**src/rtl/pipe_ctrl_ng_pkg.sv**
```systemverilog
// Shared definitions for the pipeline controller: exception codes, vector
// offsets, FSM state encoding and the exception vector selection helper.
package pipe_ctrl_ng_pkg;

    typedef enum logic {
        ST_RUN   = 1'b0,
        ST_FLUSH = 1'b1
    } state_e;

    localparam logic [4:0] EXC_INT  = 5'h01;
    localparam logic [4:0] EXC_SYS  = 5'h08;
    localparam logic [4:0] EXC_RI   = 5'h0a;
    localparam logic [4:0] EXC_OV   = 5'h0c;
    localparam logic [4:0] EXC_TR   = 5'h0d;
    localparam logic [4:0] EXC_ERET = 5'h0e;

    localparam logic [31:0] VEC_OFS_INT = 32'h0000_0020;
    localparam logic [31:0] VEC_OFS_GEN = 32'h0000_0040;

    // Unlisted codes share the general exception vector.
    function automatic logic [31:0] exc_vector(input logic [31:0] base,
                                               input logic [4:0]  code,
                                               input logic [31:0] epc);
        logic [31:0] vec;
        case (code)
            EXC_INT:                         vec = base + VEC_OFS_INT;
            EXC_ERET:                        vec = epc;
            EXC_SYS, EXC_RI, EXC_OV, EXC_TR: vec = base + VEC_OFS_GEN;
            default:                         vec = base + VEC_OFS_GEN;
        endcase
        return vec;
    endfunction

endpackage

```
**src/rtl/pipe_ctrl_ng_stall_mask.sv**
```systemverilog
// Thermometer stall mask: every stage at or below the highest requesting
// stage is held.
module stall_mask #(
    parameter int NSTAGE = 6
) (
    input  logic [NSTAGE-1:0] req,
    output logic [NSTAGE-1:0] mask
);

    for (genvar j = 0; j < NSTAGE; j++) begin : g_mask
        assign mask[j] = |req[NSTAGE-1:j];
    end

endmodule

```
**src/rtl/pipe_ctrl_ng.sv**
```systemverilog
// Pipeline stall/flush controller with exception redirect.
// Optional stall watchdog enabled by defining STALL_WDOG_EN.
module pipe_ctrl_ng
    import pipe_ctrl_ng_pkg::*;
#(
    parameter int          NSTAGE     = 6,
    parameter int          FLUSH_LEN  = 1,
    parameter logic [31:0] EXC_BASE   = 32'h0000_0000,
    parameter int          WDOG_LIMIT = 1024
) (
    input  logic              clk,
    input  logic              rst,
    input  logic [NSTAGE-1:0] stallreq_i,
    input  logic              exc_valid_i,
    input  logic [4:0]        exc_code_i,
    input  logic [31:0]       cp0_epc_i,
    output logic [NSTAGE-1:0] stall,
    output logic              flush,
    output logic [31:0]       new_pc,
    output logic              busy,
    output logic              wdog_o
);

    localparam logic [3:0] CNT_LOAD = 4'(FLUSH_LEN - 1);

    state_e            state_r;
    logic [3:0]        cnt_r;
    logic              flush_r;
    logic              busy_r;
    logic [31:0]       new_pc_r;
    logic [NSTAGE-1:0] mask_s;

    stall_mask #(.NSTAGE(NSTAGE)) u_stall_mask (
        .req  (stallreq_i),
        .mask (mask_s)
    );

    // Stall mask, suppressed during reset, flush, or an accepted exception.
    always_comb begin
        stall = {NSTAGE{1'b0}};
        if (!rst) begin
            stall = {NSTAGE{1'b0}};
        end else if (state_r == ST_FLUSH) begin
            stall = {NSTAGE{1'b0}};
        end else if (exc_valid_i) begin
            stall = {NSTAGE{1'b0}};
        end else begin
            stall = mask_s;
        end
    end

    // RUN/FLUSH state machine with flush window counter and redirect target.
    always_ff @(posedge clk) begin
        if (!rst) begin
            state_r  <= ST_RUN;
            cnt_r    <= 4'd0;
            flush_r  <= 1'b0;
            busy_r   <= 1'b0;
            new_pc_r <= 32'h0000_0000;
        end else begin
            case (state_r)
                ST_RUN: begin
                    if (exc_valid_i) begin
                        state_r  <= ST_FLUSH;
                        cnt_r    <= CNT_LOAD;
                        flush_r  <= 1'b1;
                        busy_r   <= 1'b1;
                        new_pc_r <= exc_vector(EXC_BASE, exc_code_i, cp0_epc_i);
                    end else begin
                        cnt_r    <= 4'd0;
                        flush_r  <= 1'b0;
                        busy_r   <= 1'b0;
                        new_pc_r <= 32'h0000_0000;
                    end
                end
                ST_FLUSH: begin
                    // New exceptions are deliberately not looked at here.
                    if (cnt_r == 4'd0) begin
                        state_r  <= ST_RUN;
                        flush_r  <= 1'b0;
                        busy_r   <= 1'b0;
                        new_pc_r <= 32'h0000_0000;
                    end else begin
                        cnt_r <= cnt_r - 4'd1;
                    end
                end
                default: begin
                    state_r  <= ST_RUN;
                    cnt_r    <= 4'd0;
                    flush_r  <= 1'b0;
                    busy_r   <= 1'b0;
                    new_pc_r <= 32'h0000_0000;
                end
            endcase
        end
    end

    assign flush  = flush_r;
    assign busy   = busy_r;
    assign new_pc = new_pc_r;

`ifdef STALL_WDOG_EN
    localparam logic [15:0] WDOG_LIM = 16'(WDOG_LIMIT);

    logic [15:0] wcnt_r;
    logic [15:0] wcnt_next_s;
    logic        wdog_r;

    // Saturating count of consecutive stalled cycles.
    always_comb begin
        wcnt_next_s = 16'd0;
        if (stall == {NSTAGE{1'b0}}) begin
            wcnt_next_s = 16'd0;
        end else if (wcnt_r == 16'hFFFF) begin
            wcnt_next_s = wcnt_r;
        end else begin
            wcnt_next_s = wcnt_r + 16'd1;
        end
    end

    // Flag is registered from the next count so it tracks the count register.
    always_ff @(posedge clk) begin
        if (!rst) begin
            wcnt_r <= 16'd0;
            wdog_r <= 1'b0;
        end else begin
            wcnt_r <= wcnt_next_s;
            wdog_r <= (wcnt_next_s >= WDOG_LIM);
        end
    end

    assign wdog_o = wdog_r;
`else
    assign wdog_o = 1'b0;
`endif

endmodule
```
**config.mk**
```make
export PLATFORM = sky130hd
export DESIGN_NAME = pipe_ctrl_ng
export DESIGN_NICKNAME = d
export VERILOG_FILES = /design/src/rtl/pipe_ctrl_ng_pkg.sv /design/src/rtl/pipe_ctrl_ng_stall_mask.sv /design/src/rtl/pipe_ctrl_ng.sv
export SDC_FILE = /design/constraint.sdc
export NUM_CORES = 1
export LEC_CHECK = 0
export CELL_PAD_IN_SITES_DETAIL_PLACEMENT = 1
export CELL_PAD_IN_SITES_GLOBAL_PLACEMENT = 1
export CORE_ASPECT_RATIO = 0.7
export CORE_MARGIN = 2
export CORE_UTILIZATION = 29
export CTS_CLUSTER_SIZE = 14
export DETAILED_ROUTE_END_ITERATION = 8
export HOLD_SLACK_MARGIN = 0.08
export PLACE_DENSITY_LB_ADDON = 0.1
export SLEW_MARGIN = 15
export SYNTH_ARGS = -nofsm -noshare
export SYNTH_HDL_FRONTEND = slang
export SYNTH_HIERARCHICAL = 1
export SYNTH_SLANG_ARGS = --single-unit
export TNS_END_PERCENT = 100
```
**constraint.sdc**
```tcl
create_clock -name clk -period 2.6 [get_ports clk]
set_input_delay 0.52 -clock clk [delete_from_list [all_inputs] [get_ports clk]]
set_output_delay 0.52 -clock clk [all_outputs]
set_load 0.02 [all_outputs]
```
==> impl_metrics.yaml <==
global_routing:
  grt-ovfl-total: 0
  track_usage_pct: 14.5
  use_met3_pct: 6.08
  antenna_found_initial: 0
  grt_pass1_wl_mm: 6.13
  grt_use_met2_pct: 23.0
  met1_usage_pct: 18.1
  grt_pass1_vias: 1332
  busiest_layer: "met2"
  grt_max_degree: 33
die:
  die-area_mm2: 0.00552
  die_x_um: 88.0
  die_y_um: 62.8
  ios: 87
  start_util_pct: 30.1
  design.core.area_mm2: 0.00476
  rows: 21
run_status:
  status: "finished, final reports clean"
setup_path:
  crit_chain: "clkdlybuf4s50_1 > or4_4 > or3_1 > and2_4 > buf_6"
  crit_start: "stallreq_i[3]"
  crit_fanout: 3
  ff2ff_setup_slack_ps: 950
  critPathLaunchType: "primary input"
  critPathCaptureType: "output pin"
  critical-path-max-stage-delay_ps: 430
  ff2ff_path_depth: 6
  reg2reg_from: "cnt_r[0]"
  required_ps: 2080
  worstPathArrival_ps: 1990
  timing_worst_setup_path_type: "primary input to output pin"
  slowest_stage: "or4_4"
layout:
  multi_input_area_um2: 576
  final_cell_mix: "clkdlybuf4s50_1 (76), dfxtp_1 (38), a22o_1 (30)"
  layout.cells.non_filler: 281
  seq_area_um2: 761
  final_common_cell: "clkdlybuf4s50_1"
  layout.nets: 258
  fin_area_mm2: 0.00242
  area_growth_pct: 69.3
  n_antenna_cell: 0
  fillers: 511
  drive_above_1_share_pct: 12.3
routing:
  vias: 1264
  viasPerCell: 4.50
  first_pass_iters: 2
  wl_mm: 3.88
  drc: 0
  first_iter_violations: 31
  wl_per_cell_um: 13.8
  drtAntennaViolNets: 0
pwr:
  total_leakage_power_nw: 0.957
  ir_drop_mv: 0.228
  power_density_mw_per_mm2: 460
  total_power_mw: 1.12
placement:
  post-dp-hpwl_mm: 3.01
  place_inst: 273
  gp_congestion: 0.776
  io_buffer_count: 85
  postPlaceCellArea_mm2: 0.00233
hold_path:
  hold_depth: 1
  hold_class: "flop to flop"
  hp-start: "new_pc[5]"
sta:
  worst_hold_slack_ps: 469
  period_share_pct: 96.5
  slew_violations: 0
  fin_worst_skew_ps: 5.41
  tns_ps: 0
  setup_viol: 0
  rsz0062_at_grt: "no"
  finalHoldViolations: 0
  period_needed_ps: 2510
  max_freq_mhz: 398
clock_network:
  postCtsSetupRepairBufs: 0
  insertion_delay_ps: 280
  cts_tree: "done"
  cts_root_buffer: "clkbuf_8"
  cts.clk_slew.worst_paths_ps: 70
  cts_hold_buf: 0
  clockBufferDepth: 2
  cts_sinks: 38
  cts_htree_levels: 2
  numCtsBuffers: 5
synth:
  ys_warn_count: 6
  ys_ff_latch: 38
  syn_avg_cell_area_um2: 11.8
  netlist_instances: 121
  yosysSeqAreaShare_pct: 53.1
  synth_cell_types: 33
  syn_nets: 168
  syn_area_mm2: 0.00143
job:
  maxCapViolations: 0
worst paths after layout:
check / endpoint
worst min register to register: new_pc[5]
worst max-delay path: stall[0]
worst max register to register: new_pc[5]
worst min-delay path: new_pc[5]
final cells by class:
cell class / count / share of cell area (%)
timing repair buffer: 92 / 37.2
clock buffer: 7 / 3.56
multi-input combinational: 72 / 23.7
tap: 69 / 3.56
inverter: 2 / 0.310
sequential: 38 / 31.4
clock inverter: 1 / 0.207
kinds of logic after synthesis:
kind of cell / synth area share [%]
other cells: 0.262
fa+ha+maj: 0.874
flops: 53.1
compound gates: 21.4
xor+xnor: 1.84
simple gates: 15.6
buf+inv: 6.82
repair_timing:
| action | 4_1_cts | 5_1_grt |
|---|---|---|
| endpoints found under the setup margin | 6 | 2 |
| hold endpoints to repair | 0 | 0 |
| gates resized for setup | 12 | 6 |
| pin swaps | 0 | 3 |
state kept, by name, indices dropped and copies added (netlist names):
register and flops:
busy 1, cnt_r 4, new_pc 32, state_r 1
critical path: cells and delay by family:
kind / cells / cell delay, ps
AND/OR/NAND/NOR: 3 / 940
buffers and inverters: 2 / 530
Yosys cell counts:
master | n | area share, %
buf_6 | 6 | 4.7
ha_1 | 1 | 0.87
or3b_2 | 1 | 0.61
o21ai_0 | 1 | 0.35
nor4bb_1 | 1 | 0.70
nor3_1 | 3 | 1.0
buf_4 | 3 | 1.6
nor3b_4 | 2 | 2.6
nor2_2 | 1 | 0.44
nor3b_1 | 1 | 0.52
dfxtp_1 | 38 | 53
nand2_1 | 2 | 0.52
nor4_1 | 1 | 0.44
nand4b_1 | 1 | 0.61
conb_1 | 1 | 0.26
and3b_2 | 1 | 0.70
and2_1 | 6 | 2.6
a22o_1 | 30 | 18
or3_2 | 1 | 0.52
xnor2_1 | 3 | 1.8
a211o_1 | 1 | 0.61
or3_1 | 2 | 0.87
a21boi_0 | 1 | 0.52
or4_4 | 1 | 0.79
a32o_1 | 1 | 0.70
nand3_1 | 1 | 0.35
and3_1 | 1 | 0.44
nand2b_1 | 1 | 0.44
nor2_1 | 2 | 0.52
or2_2 | 2 | 0.87
a21oi_1 | 1 | 0.35
inv_1 | 2 | 0.52
a211oi_1 | 1 | 0.52
report_power, final:
part | internal [mW] | total, mW | switching [mW] | leakage (nW)
Combinational | 0.0865 | 0.127 | 0.0406 | 0.602
Sequential | 0.586 | 0.590 | 0.00378 | 0.307
Clock | 0.214 | 0.398 | 0.184 | 0.0482
metal layers:
layer	part of all wire, %	up-vias
li1	-	626
met1	45	584
met2	47	51
met3	7.8	3
met4	0.21	0
met5	0	-
metrics by stage:
stage | utilization, % | setup slack, ps
final | 51.0 | 90.3
after global routing | 51.0 | 29.9
after CTS | 50.6 | 0.935
after detailed placement | 49.0 | -384
after global placement | 49.0 | -357
after floorplan | - | 549
Note: power is estimated with default switching activity, not from simulation.
